**src/rtl/cpu_types_pkg.sv**
```systemverilog
// cpu_types_pkg: shared CPU word type and memory-request FSM state encoding
package cpu_types_pkg;
  localparam int WORD_BITS = 32;
  typedef logic [WORD_BITS-1:0] word_t;
  typedef enum logic [1:0] {IDLE, BUSY, DONE} memreq_state_t;
endpackage

```
**src/rtl/mem_request_unit_sat_counter.sv**
```systemverilog
// sat_counter: saturating up-counter with clear and enable
//   i_clk, i_rst_n : clock, async active-low reset
//   i_clr          : synchronous clear, wins over enable
//   i_en           : count enable, holds at all-ones
//   o_q            : count value
module sat_counter #(
  parameter int W = 8
) (
  input  logic         i_clk,
  input  logic         i_rst_n,
  input  logic         i_clr,
  input  logic         i_en,
  output logic [W-1:0] o_q
);
  always_ff @(posedge i_clk or negedge i_rst_n)
    if (!i_rst_n) o_q <= '0;
    else if (i_clr) o_q <= '0;
    else if (i_en && !(&o_q)) o_q <= o_q + 1'b1;
endmodule

```
**src/rtl/mem_request_unit.sv**
```systemverilog
// mem_request_unit: registers EX/MEM memory ops into dcache requests and holds the latch until done
//   CLK, nRST               : clock, async active-low reset
//   em_dMemREN/WEN/addr/store/halt : EX/MEM latch outputs
//   flush_req               : branch/jump flush request
//   dhit, dmemload          : dcache completion and read data
//   dmemREN/WEN/addr/store  : registered dcache request
//   ld_data                 : captured load word for MEM/WB
//   em_writeEN, em_flush    : EX/MEM latch control
//   halt, mem_err           : sticky halt and timeout flags
//   stall_cnt               : saturating count of memory-stall cycles
module mem_request_unit
  import cpu_types_pkg::*;
#(
  parameter int WORD_W  = 32,
  parameter int CNT_W   = 32,
  parameter int TIMEOUT = 1024
) (
  input  logic              CLK,
  input  logic              nRST,
  input  logic              em_dMemREN,
  input  logic              em_dMemWEN,
  input  logic [WORD_W-1:0] em_addr,
  input  logic [WORD_W-1:0] em_store,
  input  logic              em_halt,
  input  logic              flush_req,
  input  logic              dhit,
  input  logic [WORD_W-1:0] dmemload,
  output logic              dmemREN,
  output logic              dmemWEN,
  output logic [WORD_W-1:0] dmemaddr,
  output logic [WORD_W-1:0] dmemstore,
  output logic [WORD_W-1:0] ld_data,
  output logic              em_writeEN,
  output logic              em_flush,
  output logic              halt,
  output logic              mem_err,
  output logic [CNT_W-1:0]  stall_cnt
);
  localparam int WAIT_W = $clog2(TIMEOUT + 2);
  memreq_state_t r_state, w_next;
  logic r_fpend, r_halt, r_err, w_op, w_issue;
  logic [WAIT_W-1:0] w_wait;
  assign halt    = r_halt;
  assign mem_err = r_err;
  // a flush in IDLE suppresses the pending op; after halt nothing new is issued
  always_comb begin
    w_op       = em_dMemREN | em_dMemWEN;
    w_issue    = r_state == IDLE && w_op && !r_halt && !flush_req;
    em_writeEN = (r_state == IDLE && !w_op) || r_state == DONE;
    em_flush   = (flush_req && r_state != BUSY) || (r_state == DONE && r_fpend);
    w_next     = w_issue ? BUSY : r_state == BUSY ? (dhit ? DONE : BUSY) : IDLE;
  end
  always_ff @(posedge CLK or negedge nRST)
    if (!nRST) begin
      r_state   <= IDLE;
      r_fpend   <= 1'b0;
      r_halt    <= 1'b0;
      r_err     <= 1'b0;
      dmemREN   <= 1'b0;
      dmemWEN   <= 1'b0;
      dmemaddr  <= '0;
      dmemstore <= '0;
      ld_data   <= '0;
    end else begin
      r_state <= w_next;
      r_fpend <= r_state == BUSY && (r_fpend || flush_req);
      r_halt  <= r_halt || (em_halt && em_writeEN);
      r_err   <= r_err || (TIMEOUT != 0 && r_state == BUSY && int'(w_wait) + 1 == TIMEOUT);
      if (w_issue) begin
        dmemREN   <= em_dMemREN;
        dmemWEN   <= !em_dMemREN;
        dmemaddr  <= em_addr;
        dmemstore <= em_store;
      end else if (r_state == BUSY && dhit) begin
        dmemREN <= 1'b0;
        dmemWEN <= 1'b0;
        if (dmemREN) ld_data <= dmemload;
      end
    end
  sat_counter #(.W(CNT_W)) u_stall (
    .i_clk(CLK), .i_rst_n(nRST), .i_clr(1'b0),
    .i_en(!em_writeEN && !r_halt), .o_q(stall_cnt)
  );
  sat_counter #(.W(WAIT_W)) u_wait (
    .i_clk(CLK), .i_rst_n(nRST), .i_clr(w_issue),
    .i_en(r_state == BUSY), .o_q(w_wait)
  );
endmodule

```
**config.mk**
```make
export PLATFORM = sky130hd
export DESIGN_NAME = mem_request_unit
export DESIGN_NICKNAME = d
export VERILOG_FILES = /design/src/rtl/cpu_types_pkg.sv /design/src/rtl/mem_request_unit_sat_counter.sv /design/src/rtl/mem_request_unit.sv
export SDC_FILE = /design/constraint.sdc
export NUM_CORES = 1
export LEC_CHECK = 0
export CAP_MARGIN = 20
export CORE_MARGIN = 2
export CORE_UTILIZATION = 41
export CTS_BUF_LIST = sky130_fd_sc_hd__clkbuf_4
export DETAILED_ROUTE_END_ITERATION = 6
export PLACE_DENSITY = 0.88
export SYNTH_ARGS = -nofsm -noshare
export SYNTH_HDL_FRONTEND = slang
export SYNTH_SLANG_ARGS = --single-unit
```
**constraint.sdc**
```tcl
create_clock -name CLK -period 2 [get_ports CLK]
set_input_delay 0.6 -clock CLK [delete_from_list [all_inputs] [get_ports CLK]]
set_output_delay 0.6 -clock CLK [all_outputs]
set_load 0.05 [all_outputs]
```
# Word-level counts from Yosys, hierarchy flattened

Cells that the tools add are included.

$add $sub $neg: 3
Equal/unequal tests: 4
Muxes and demuxes: 8
Bitwise gates (word level): 2
Reductions and logical operators: 31

Operators by type and width:

| operator                                                                | count |
|---|---|
| 32-bit by 1-bit adder with 32-bit output, second input constant         | 1 |
| 32-bit AND reduction                                                    | 1 |
| 11-bit two-way mux                                                      | 2 |
| 1-bit logical AND                                                       | 13 |
| 11-bit by 1-bit adder with 12-bit output, second input constant         | 1 |
| 12-bit by 11-bit == test with 1-bit output, second input constant       | 1 |
| 11-bit by 1-bit adder with 11-bit output, second input constant         | 1 |
| 11-bit AND reduction                                                    | 1 |
| 1-bit logical NOT                                                       | 7 |
| 2-bit two-way mux                                                       | 3 |
| 1-bit logical OR                                                        | 5 |
| 2-bit nonzero test                                                      | 2 |
| 1-bit two-way mux                                                       | 3 |
| 3-bit AND reduction                                                     | 1 |
| 2-bit by 1-bit == test with 1-bit output, second input constant         | 1 |
| 2-bit == test, second input constant                                    | 1 |
| 2-bit logical NOT                                                       | 1 |
| 2-bit by 1-bit inequality test with 1-bit output, second input constant | 1 |
| 1-bit NOT                                                               | 1 |
| 1-bit OR                                                                | 1 |

Register bits: 146
Input port bits: 103
Output and inout port bits: 134
Logic and storage cells: 59

# Longest topological paths before layout

Gate-level depths: netlist of run 1.

Word-level depth: 7
Gate-level depth with buffers: 8
Depth with buffers taken out: 6

# By module

A second synthesis of run 1 with hierarchy kept.

Cell total of the unflattened synthesis: 489
Area, all modules: 6347.3 um2

Modules (own cells, without submodules):

| module                | times used | cells each | area an instance (um2) | seq. area each (um2) |
|---|---|---|---|---|
| mem_request_unit      | 1          | 237        | 3891.2                 | 2577.5 |
| sat_counter (u_stall) | 1          | 190        | 1865.5                 | 800.8 |
| sat_counter (u_wait)  | 1          | 62         | 590.6                  | 275.3 |

# Worst setup path after synthesis of run 1

Ideal clock, no wire load.

Path kind: input to output
Start: input flush_req
End: output em_flush
Data arrival time: 1.719 ns
Required time: 1.400 ns
Setup slack: -0.319 ns
Stages: 2
Buffers on the path: 0
Cells stage by stage: a21oi_1 > o21ai_0

Cells in the longest elaborated chain, start to end: 2

Ends and longest elaborated chain:

| element           | line                   | RTL |
|---|---|---|
| start, declared   | mem_request_unit.sv:25 | `input logic flush_req,` |
| 1-bit logical AND | mem_request_unit.sv:50 | `em_flush = (flush_req && r_state != BUSY) \|\| (r_state == DONE && r_fpend);` |
| 1-bit logical OR  | mem_request_unit.sv:50 |  |
| end, declared     | mem_request_unit.sv:34 | `output logic em_flush,` |

No other way between the ends.

# Worst setup path after layout of run 1

Start: register r_state[1]
End: output em_writeEN

Cells in the longest elaborated chain, start to end: 3
Elaborated cells on any way between the ends: 4
Classes of those cells: 1 x eq/ne; 3 x reduce/logical

Ends and longest elaborated chain:

| element                | line                   | RTL |
|---|---|---|
| start, declared        | mem_request_unit.sv:40 | `memreq_state_t r_state, w_next;` |
| start signal, assigned | mem_request_unit.sv:65 | `r_state <= w_next;` |
| 2-bit logical NOT      | mem_request_unit.sv:49 | `em_writeEN = (r_state == IDLE && !w_op) \|\| r_state == DONE;` |
| 1-bit logical AND      | mem_request_unit.sv:49 |  |
| 1-bit logical OR (*)   | mem_request_unit.sv:49 |  |
| end, declared          | mem_request_unit.sv:33 | `output logic em_writeEN,` |

Every way passes the cells marked *; elsewhere a longest branch is shown, timed or not.

==> Flow_metrics.wiki, run 1 <==
{| class="wikitable"
! Metric !! Value
|-
| Number of top-level pins || between 200 and 250
|-
| End of the worst register-to-register path || dmemaddr[2]
|-
| Signal arrival time at the worst endpoint || approximately 1500 ps
|-
| Most common cell after layout, fill and taps aside || sky130_fd_sc_hd__nand2_1
|-
| Final critical path time including I/O delays and setup || 2100 ps
|-
| Clock tree from TritonCTS || built
|-
| Run status || complete, but fails checks
|-
| Share of Yosys cell area claimed by the top area cell type || between 50% and 60%
|-
| Post-synth EDFFs || 0
|-
| CP Data Required Time || ~1400 ps
|-
| Post-synthesis share of cell area spent on and, or, nand and nor gates || 23.7%
|-
| Area of the die || between 0.015 and 0.02 mm^2
|-
| Clock Root Buffer || sky130_fd_sc_hd__clkbuf_4
|-
| Antenna violations before repair || 1
|-
| FF-to-FF Start || r_state[1]
|-
| Number of endpoints with negative hold slack in the final report || 0
|-
| Number of storage elements in the synthesis netlist || ~150
|-
| Max Fclk || between 0.4 and 0.5 GHz
|-
| DRT iter0 DRCs || ~230
|-
| Detailed-route wire length per cell || approximately 15 um
|-
| Area of placed instances || 0.00884 mm^2
|-
| Number of warning messages in the yosys log || 0
|-
| Fraction of final layout cells sized beyond drive strength 1 || 32.4%
|-
| CTS clock-pin slew for the worst setup and hold paths || around 130 ps
|-
| Die outline width || roughly 130 um
|-
| Pwr per Cell Area || around 1500 mW/mm^2
|-
| Compound-Gate Fraction of Synth Area || under 10%
|-
| Share of flip-flops with an asynchronous set or reset || between 90% and 100%
|-
| Number of different library cells in the post-synthesis netlist || 47
|-
| Biggest fanout along the worst timing path || 4
|-
| Core area || 0.0151 mm^2
|-
| Prevailing post-synth register cell || sky130_fd_sc_hd__dfrtp_1
|-
| Startpoint of the worst hold path || dmemaddr[13]
|-
| Number of slew-limit violations in the final report || 0
|-
| DRC Markers || 0
|-
| Synthesized cell area || roughly 0.0063 mm^2
|-
| Tightest slew margin relative to the limit || just over 70%
|-
| Sink count of the clock tree || 146
|-
| Combinational family with the most area after synthesis || simple AND/OR/NAND/NOR gates
|-
| Cell depth of the worst min-delay path || 2
|-
| Std cell rows || 45
|-
| Post-Synthesis Mean Instance Area || 10.4 um^2
|-
| Worst Setup End Kind || primary output
|-
| Cell types occupying the most area after synthesis || sky130_fd_sc_hd__dfrtp_1 (58%), sky130_fd_sc_hd__nand2_1 (13%), sky130_fd_sc_hd__mux2_2 (5.9%), sky130_fd_sc_hd__xnor2_1 (2.2%), sky130_fd_sc_hd__xor2_1 (1.9%)
|-
| Area Growth Syn to Fin || 45.9%
|-
| Ratio of final minimum period to clock period || 105%
|-
| Min Hold Slack || slightly below 500 ps
|-
| Finished Cell Area || around 0.009 mm^2
|-
| Clock latency reported for the late side of the worst-skew pair || between 500 and 600 ps
|-
| First-pass iteration count of the detailed router || 5
|-
| Violations in the final reports || setup timing
|-
| Detailed Route WL || roughly 16,000 um
|-
| Starting utilization of the core area || around two fifths
|-
| Hold endpoint || dmemaddr[13]
|-
| Number of buffers on the longest clock path || 2
|-
| Mux contribution to synthesized area || under 10%
|-
| HPWL Detailed || around 12,000 um
|-
| First-pass GRT wire length || between 20,000 and 30,000 um
|-
| Final Skew || 16.9 ps
|-
| Most frequent cells in the layout || sky130_fd_sc_hd__nand2_1 (220), sky130_fd_sc_hd__buf_4 (163), sky130_fd_sc_hd__dfrtp_1 (130)
|-
| RSZ-0062 raised after global routing || true
|-
| RD Place Congestion || ~0.87
|-
| Placement Setup Slack || -457 ps
|-
| Final-stage net count || slightly below 1,000
|-
| IR Drop Worst-Case VDD || 1350 uV
|-
| Reported leakage power || about 4.5 nW
|-
| Overall power consumption || 13.4 mW
|-
| Via count of the first global-routing pass || ~5,300
|-
| Leftover overflow at the end of global routing || 0
|-
| Height of the die || ~130 um
|-
| Adder-cell share of the synthesized area || 0.596%
|-
| Total number of vias || roughly 5,300
|-
| Vias per std cell || 4.95
|-
| Count of buffers from port buffering || 236
|-
| Post-route worst setup slack || -98.0 ps
|-
| Count of maximum capacitance violations || 0
|-
| Inserted Clock Buffers || 17
|-
| Post-synthesis cell type with the largest combined area || sky130_fd_sc_hd__dfrtp_1
|-
| Post-synthesis instance total || approximately 600
|-
| Largest net degree at the start of global routing || 48
|-
| Register-to-register setup slack || around 20 ps
|-
| Cells on worst reg2reg path || 7
|-
| Worst Tran Pin Value || roughly 440 ps
|-
| Launching element type of the critical path || flip-flop
|-
| WS Path Type || flip-flop to primary output
|-
| H-tree level count || 4
|-
| Setup Viol. Count Final || 2
|-
| Count of nets left with antenna violations after detail routing || 0
|-
| Class of the worst hold path || flip-flop to flip-flop
|-
| Overall routing resource usage || 20.6%
|-
| Post-Synth XOR/XNOR Area || under 10%
|-
| Non-Filler Instances || ~1,100
|-
| Cell count after placement || 1,036
|-
| Nets in the synthesized netlist || 710
|-
| Sequential area share after synthesis || 58.0%
|}
metrics by stage:
| step | setup TNS, ps | utilization (%) |
|---|---|---|
| 3_5_place_dp | -36370 | 58.6 |
| 3_3_place_gp | -33750 | 58.6 |
| 4_1_cts | -216 | 60.7 |
| 2_1_floorplan | 0 | - |
| 6_report | -126 | 60.9 |
| 5_1_grt | -917 | 60.9 |
logic make-up after synthesis:
family / after synthesis
xor+xnor: 30
flops: 146
simple gates: 314
fa+ha+maj: 3
compound gates: 36
buf+inv: 37
mux: 38
where the power goes:
| part | leakage [nW] | total, mW | internal (mW) | switching, mW |
|---|---|---|---|---|
| Combinational | 2.51 | 6.76 | 2.06 | 4.70 |
| Clock | 0.145 | 1.95 | 0.854 | 1.09 |
| Sequential | 1.85 | 4.71 | 4.00 | 0.705 |
state kept, by name (all words and copies together) (netlist names):
signal	cells
u_stall.o_q	32
u_wait.o_q	11
dmemaddr	32
r_fpend	1
r_state	2
dmemREN	1
mem_err	1
dmemstore	32
ld_data	32
dmemWEN	1
halt	1
how the worst max path moves through the flow:
stage / slack, ps / cells past startpoint / to / start
global route: -180 / 3 / em_writeEN / r_state[1]
global placement: -420 / 6 / u_wait.o_q[7] / em_dMemREN
CTS: -150 / 3 / em_writeEN / r_state[1]
detailed placement: -460 / 6 / u_wait.o_q[7] / em_dMemWEN
finish: -100 / 3 / em_writeEN / r_state[1]
floorplan: 3 / 5 / u_stall.o_q[31] / u_stall.o_q[17]
cells in the mapped netlist, types with 2 or more instances:
library cell,number
sky130_fd_sc_hd__a21o_1,2
sky130_fd_sc_hd__a21oi_1,4
sky130_fd_sc_hd__a31oi_1,2
sky130_fd_sc_hd__and2_1,2
sky130_fd_sc_hd__and3_1,8
sky130_fd_sc_hd__and3_4,2
sky130_fd_sc_hd__and4_1,3
sky130_fd_sc_hd__and4_4,4
sky130_fd_sc_hd__buf_2,15
sky130_fd_sc_hd__buf_6,3
sky130_fd_sc_hd__clkbuf_1,11
sky130_fd_sc_hd__dfrtp_1,146
sky130_fd_sc_hd__ha_1,3
sky130_fd_sc_hd__inv_1,6
sky130_fd_sc_hd__mux2_1,5
sky130_fd_sc_hd__mux2_2,33
sky130_fd_sc_hd__nand2_1,220
sky130_fd_sc_hd__nand2b_1,2
sky130_fd_sc_hd__nand3_1,20
sky130_fd_sc_hd__nand3_2,2
sky130_fd_sc_hd__nand4_1,15
sky130_fd_sc_hd__nor2_1,15
sky130_fd_sc_hd__nor2b_1,2
sky130_fd_sc_hd__nor3_1,2
sky130_fd_sc_hd__nor3_2,4
sky130_fd_sc_hd__nor4_2,4
sky130_fd_sc_hd__nor4_4,2
sky130_fd_sc_hd__o21ai_0,7
sky130_fd_sc_hd__o21ai_1,9
sky130_fd_sc_hd__o22ai_1,2
sky130_fd_sc_hd__o31ai_1,4
sky130_fd_sc_hd__o41ai_1,2
sky130_fd_sc_hd__xnor2_1,16
sky130_fd_sc_hd__xor2_1,14
layer usage:
layer / track usage (%) / part of all wire, % / up-vias
met5: 0 / 0 / -
met4: 6.92 / 1.4 / 0
met3: 6.43 / 6.9 / 19
met2: 35.3 / 52 / 188
met1: 24.7 / 40 / 2564
li1: - / - / 2540
area by class of cell:
type | instances | area, um^2
Timing Repair Buffer | 278 | 2470
Inverter | 7 | 26.3
Clock inverter | 14 | 164
Sequential cell | 146 | 3670
Tap cell | 188 | 235
Fill cell | 1219 | 5900
Clock buffer | 17 | 128
Antenna cell | 1 | 2.50
Multi-Input combinational cell | 421 | 2490
what timing repair did:
action,CTS,global route
endpoints found under the setup margin,2,68
hold buffers,1,0
buffers inserted,2,1
hold endpoints to repair,44,0
pin swaps,2,0
resized for setup,6,7
worst max-delay path: stages (launching register included):
cell                       delay (ps)
sky130_fd_sc_hd__dfrtp_1          440
sky130_fd_sc_hd__o21bai_4         200
sky130_fd_sc_hd__and2_4           160
sky130_fd_sc_hd__buf_12           140
Note: power is estimated with default switching activity, not from simulation.
==> run 2: changes to the inputs <==
--- a/config.mk
+++ b/config.mk
@@ -6,6 +6,7 @@
 export NUM_CORES = 1
 export LEC_CHECK = 0
 export CAP_MARGIN = 20
+export CORE_ASPECT_RATIO = 1.75
 export CORE_MARGIN = 2
 export CORE_UTILIZATION = 41
 export CTS_BUF_LIST = sky130_fd_sc_hd__clkbuf_4
==> run 2 against run 1 <==
Effect of this change:
- the flow still finishes with violations (setup timing)
- power shrank 0.30%
- highest routed layer unchanged
- clock-buffer cell count up 1
- worst setup slack better by 57 ps
- non-clock buffer count down 3
- final cell count is 0.37% lower
- die area grew 0.24%
- critical path type unchanged
==> Flow_metrics.wiki, run 2 (synthesis gave the netlist of run 1 again) <==
{| class="wikitable"
! Metric !! Value
|-
| Via count of the first global-routing pass || 5,559 (+5.0%)
|-
| GR met2 Demand/Resource || 37.5% (+2.2 points)
|-
| HPWL Detailed || 12,100 um (-1.1%)
|-
| Starting utilization of the core area || 41.3% (-0.41 points)
|-
| Ordered cell list for the critical path || buf_6, a21oi_4, o21ai_4, buf_12
|-
| Number of slew-limit violations in the final report || 0 (unchanged)
|-
| Antenna violations before repair || 1 (unchanged)
|-
| Detailed-route wire length per cell || 15.3 um (+0.87%)
|-
| Finished Cell Area || 0.00917 mm^2 (-0.23%)
|-
| Final-stage net count || 974 (-0.31%)
|-
| Cell count after placement || 1,033 (-0.29%)
|-
| Area Growth Syn to Fin || 45.5%
|-
| Most common cell after layout, fill and taps aside || sky130_fd_sc_hd__nand2_1
|-
| Overall routing resource usage || 20.5% (-0.054 points)
|-
| DRC Markers || 0 (unchanged)
|-
| Number of top-level pins || 237 (unchanged)
|-
| Count of buffers from port buffering || 236 (unchanged)
|-
| Inserted Clock Buffers || 17 (unchanged)
|-
| Ratio of final minimum period to clock period || 102% (-2.8 points)
|-
| H-tree level count || 4 (unchanged)
|-
| RSZ-0062 raised after global routing || true
|-
| RD Place Congestion || 0.802 (-7.4%)
|-
| Clock latency reported for the late side of the worst-skew pair || 540 ps (-20 ps)
|-
| Area of the die || 0.0164 mm^2 (+0.24%)
|-
| Die outline width || 97.7 um (-24%)
|-
| Vias per std cell || 4.97 (+0.24%)
|-
| Placement Setup Slack || -492 ps (-35.2 ps)
|-
| Core area || 0.0152 mm^2 (+0.99%)
|-
| Leftover overflow at the end of global routing || 0 (unchanged)
|-
| Signal arrival time at the worst endpoint || 1440 ps (-60 ps)
|-
| Finished Core Util || 60.2% (-0.74 points)
|-
| DRT iter0 DRCs || 146 (-36%)
|-
| Post-route worst setup slack || -41.1 ps (+56.9 ps)
|-
| Final critical path time including I/O delays and setup || 2040 ps (-56.9 ps)
|-
| CTS clock-pin slew for the worst setup and hold paths || 130 ps (about the same)
|-
| Max Fclk || 0.490 GHz (+2.8%)
|-
| Met1 track utilization from global routing || 23.0% (-1.7 points)
|-
| Class of the worst hold path || flip-flop to flip-flop
|-
| Crit-path slowest cell || sky130_fd_sc_hd__dfrtp_1
|-
| Count of nets left with antenna violations after detail routing || 0 (unchanged)
|-
| Reported leakage power || 4.51 nW (about the same)
|-
| Number of buffers on the longest clock path || 2 (unchanged)
|-
| First-pass iteration count of the detailed router || 6 (+1)
|-
| Final Skew || 34.7 ps (+17.8 ps)
|-
| Violations in the final reports || setup timing
|-
| Count of maximum capacitance violations || 0 (unchanged)
|-
| Worst Setup End Kind || primary output
|-
| IR Drop Worst-Case VDD || 1060 uV (-22%)
|-
| Launching element type of the critical path || flip-flop
|-
| First-pass GRT wire length || 27,100 um (+3.3%)
|-
| Most frequent cells in the layout || sky130_fd_sc_hd__nand2_1 (220), sky130_fd_sc_hd__buf_4 (160), sky130_fd_sc_hd__dfrtp_1 (132)
|-
| Clock tree from TritonCTS || built
|-
| Final setup TNS || -51.5 ps (+74.9 ps)
|-
| Detailed Route WL || 16,300 um (+0.49%)
|-
| Number of endpoints with negative hold slack in the final report || 0 (unchanged)
|-
| Run status || complete, but fails checks
|-
| Tightest slew margin relative to the limit || 74.8% (+4.3 points)
|-
| Fraction of final layout cells sized beyond drive strength 1 || 32.1% (-0.27 points)
|-
| CP Data Required Time || 1400 ps (about the same)
|-
| Setup Viol. Count Final || 2 (unchanged)
|-
| Most Crowded Layer GR || met2
|-
| Non-Filler Instances || 1,068 (-0.37%)
|-
| Met3 track demand over resource || 4.73% (-1.7 points)
|-
| Sink count of the clock tree || 146 (unchanged)
|-
| Pwr per Cell Area || 1460 mW/mm^2 (about the same)
|-
| Height of the die || 168 um (+31%)
|-
| Largest net degree at the start of global routing || 42 (-13%)
|-
| Area of placed instances || 0.00882 mm^2 (-0.25%)
|-
| Std cell rows || 60 (+33%)
|-
| Total number of vias || 5,304 (-0.13%)
|-
| Clock Root Buffer || sky130_fd_sc_hd__clkbuf_4
|-
| Biggest fanout along the worst timing path || 3 (-1)
|-
| Worst Tran Pin Value || 374 ps (-68.4 ps)
|-
| Biggest cell delay along the critical path || 410 ps (-30 ps)
|-
| WS Path Type || flip-flop to primary output
|}
==> run 2: layer usage <==
metal,vias up,share of wire (%)
met5,-,0
met4,0,2.2
met3,22,5.9
met2,205,55
met1,2532,37
li1,2545,-
==> run 2: cell type report <==
class / count / area (um^2)
clock buffers: 18 / 135
multi-input cells: 421 / 2510
diodes: 1 / 2.50
inverters: 7 / 26.3
fillers: 1221 / 6070
clock inverters: 14 / 153
flip-flops and latches: 146 / 3670
repair buffers: 275 / 2440
well taps: 186 / 233
==> run 2: repair_timing <==
item | CTS | global route
gates cloned | 0 | 0
hold buffers | 1 | 0
setup buffers | 1 | 2
setup endpoints to repair | 2 | 7
gates resized for setup | 8 | 6
endpoints found under the hold margin | 32 | 0
pin swaps | 2 | 2
==> run 2: final timing paths <==
check / from / to / slack (ps) / cells after the start
max in group asynchronous: nRST / dmemstore[14] / 920 / 3
max: r_state[1] / em_flush / -40 / 4
min: dmemaddr[11] / dmemaddr[11] / 490 / 2
min reg2reg: dmemaddr[11] / dmemaddr[11] / 490 / 2
min in group asynchronous: nRST / u_stall.o_q[19] / 500 / 2
max reg2reg: r_state[1] / dmemstore[17] / 70 / 6
==> run 2: power breakdown <==
group	internal, mW	leakage, nW	switching (mW)
combinational	2.06	2.50	4.71
sequential	4.00	1.86	0.681
clock	0.778	0.155	1.14
==> run 2: stage by stage <==
step                      power [mW]  hold WS (ps)
after floorplan                 9.13           304
after global placement          11.4           460
after detailed placement        11.6           463
after CTS                       13.5           465
after global routing            14.1           473
final                           13.4           491
==> run 2: critical path: cells and delay by family, from the launching register on <==
kind                   cells  cell delay [ps]
AO/OA/AOI/OAI              2              230
flip-flops                 1              410
buffers and inverters      2              280
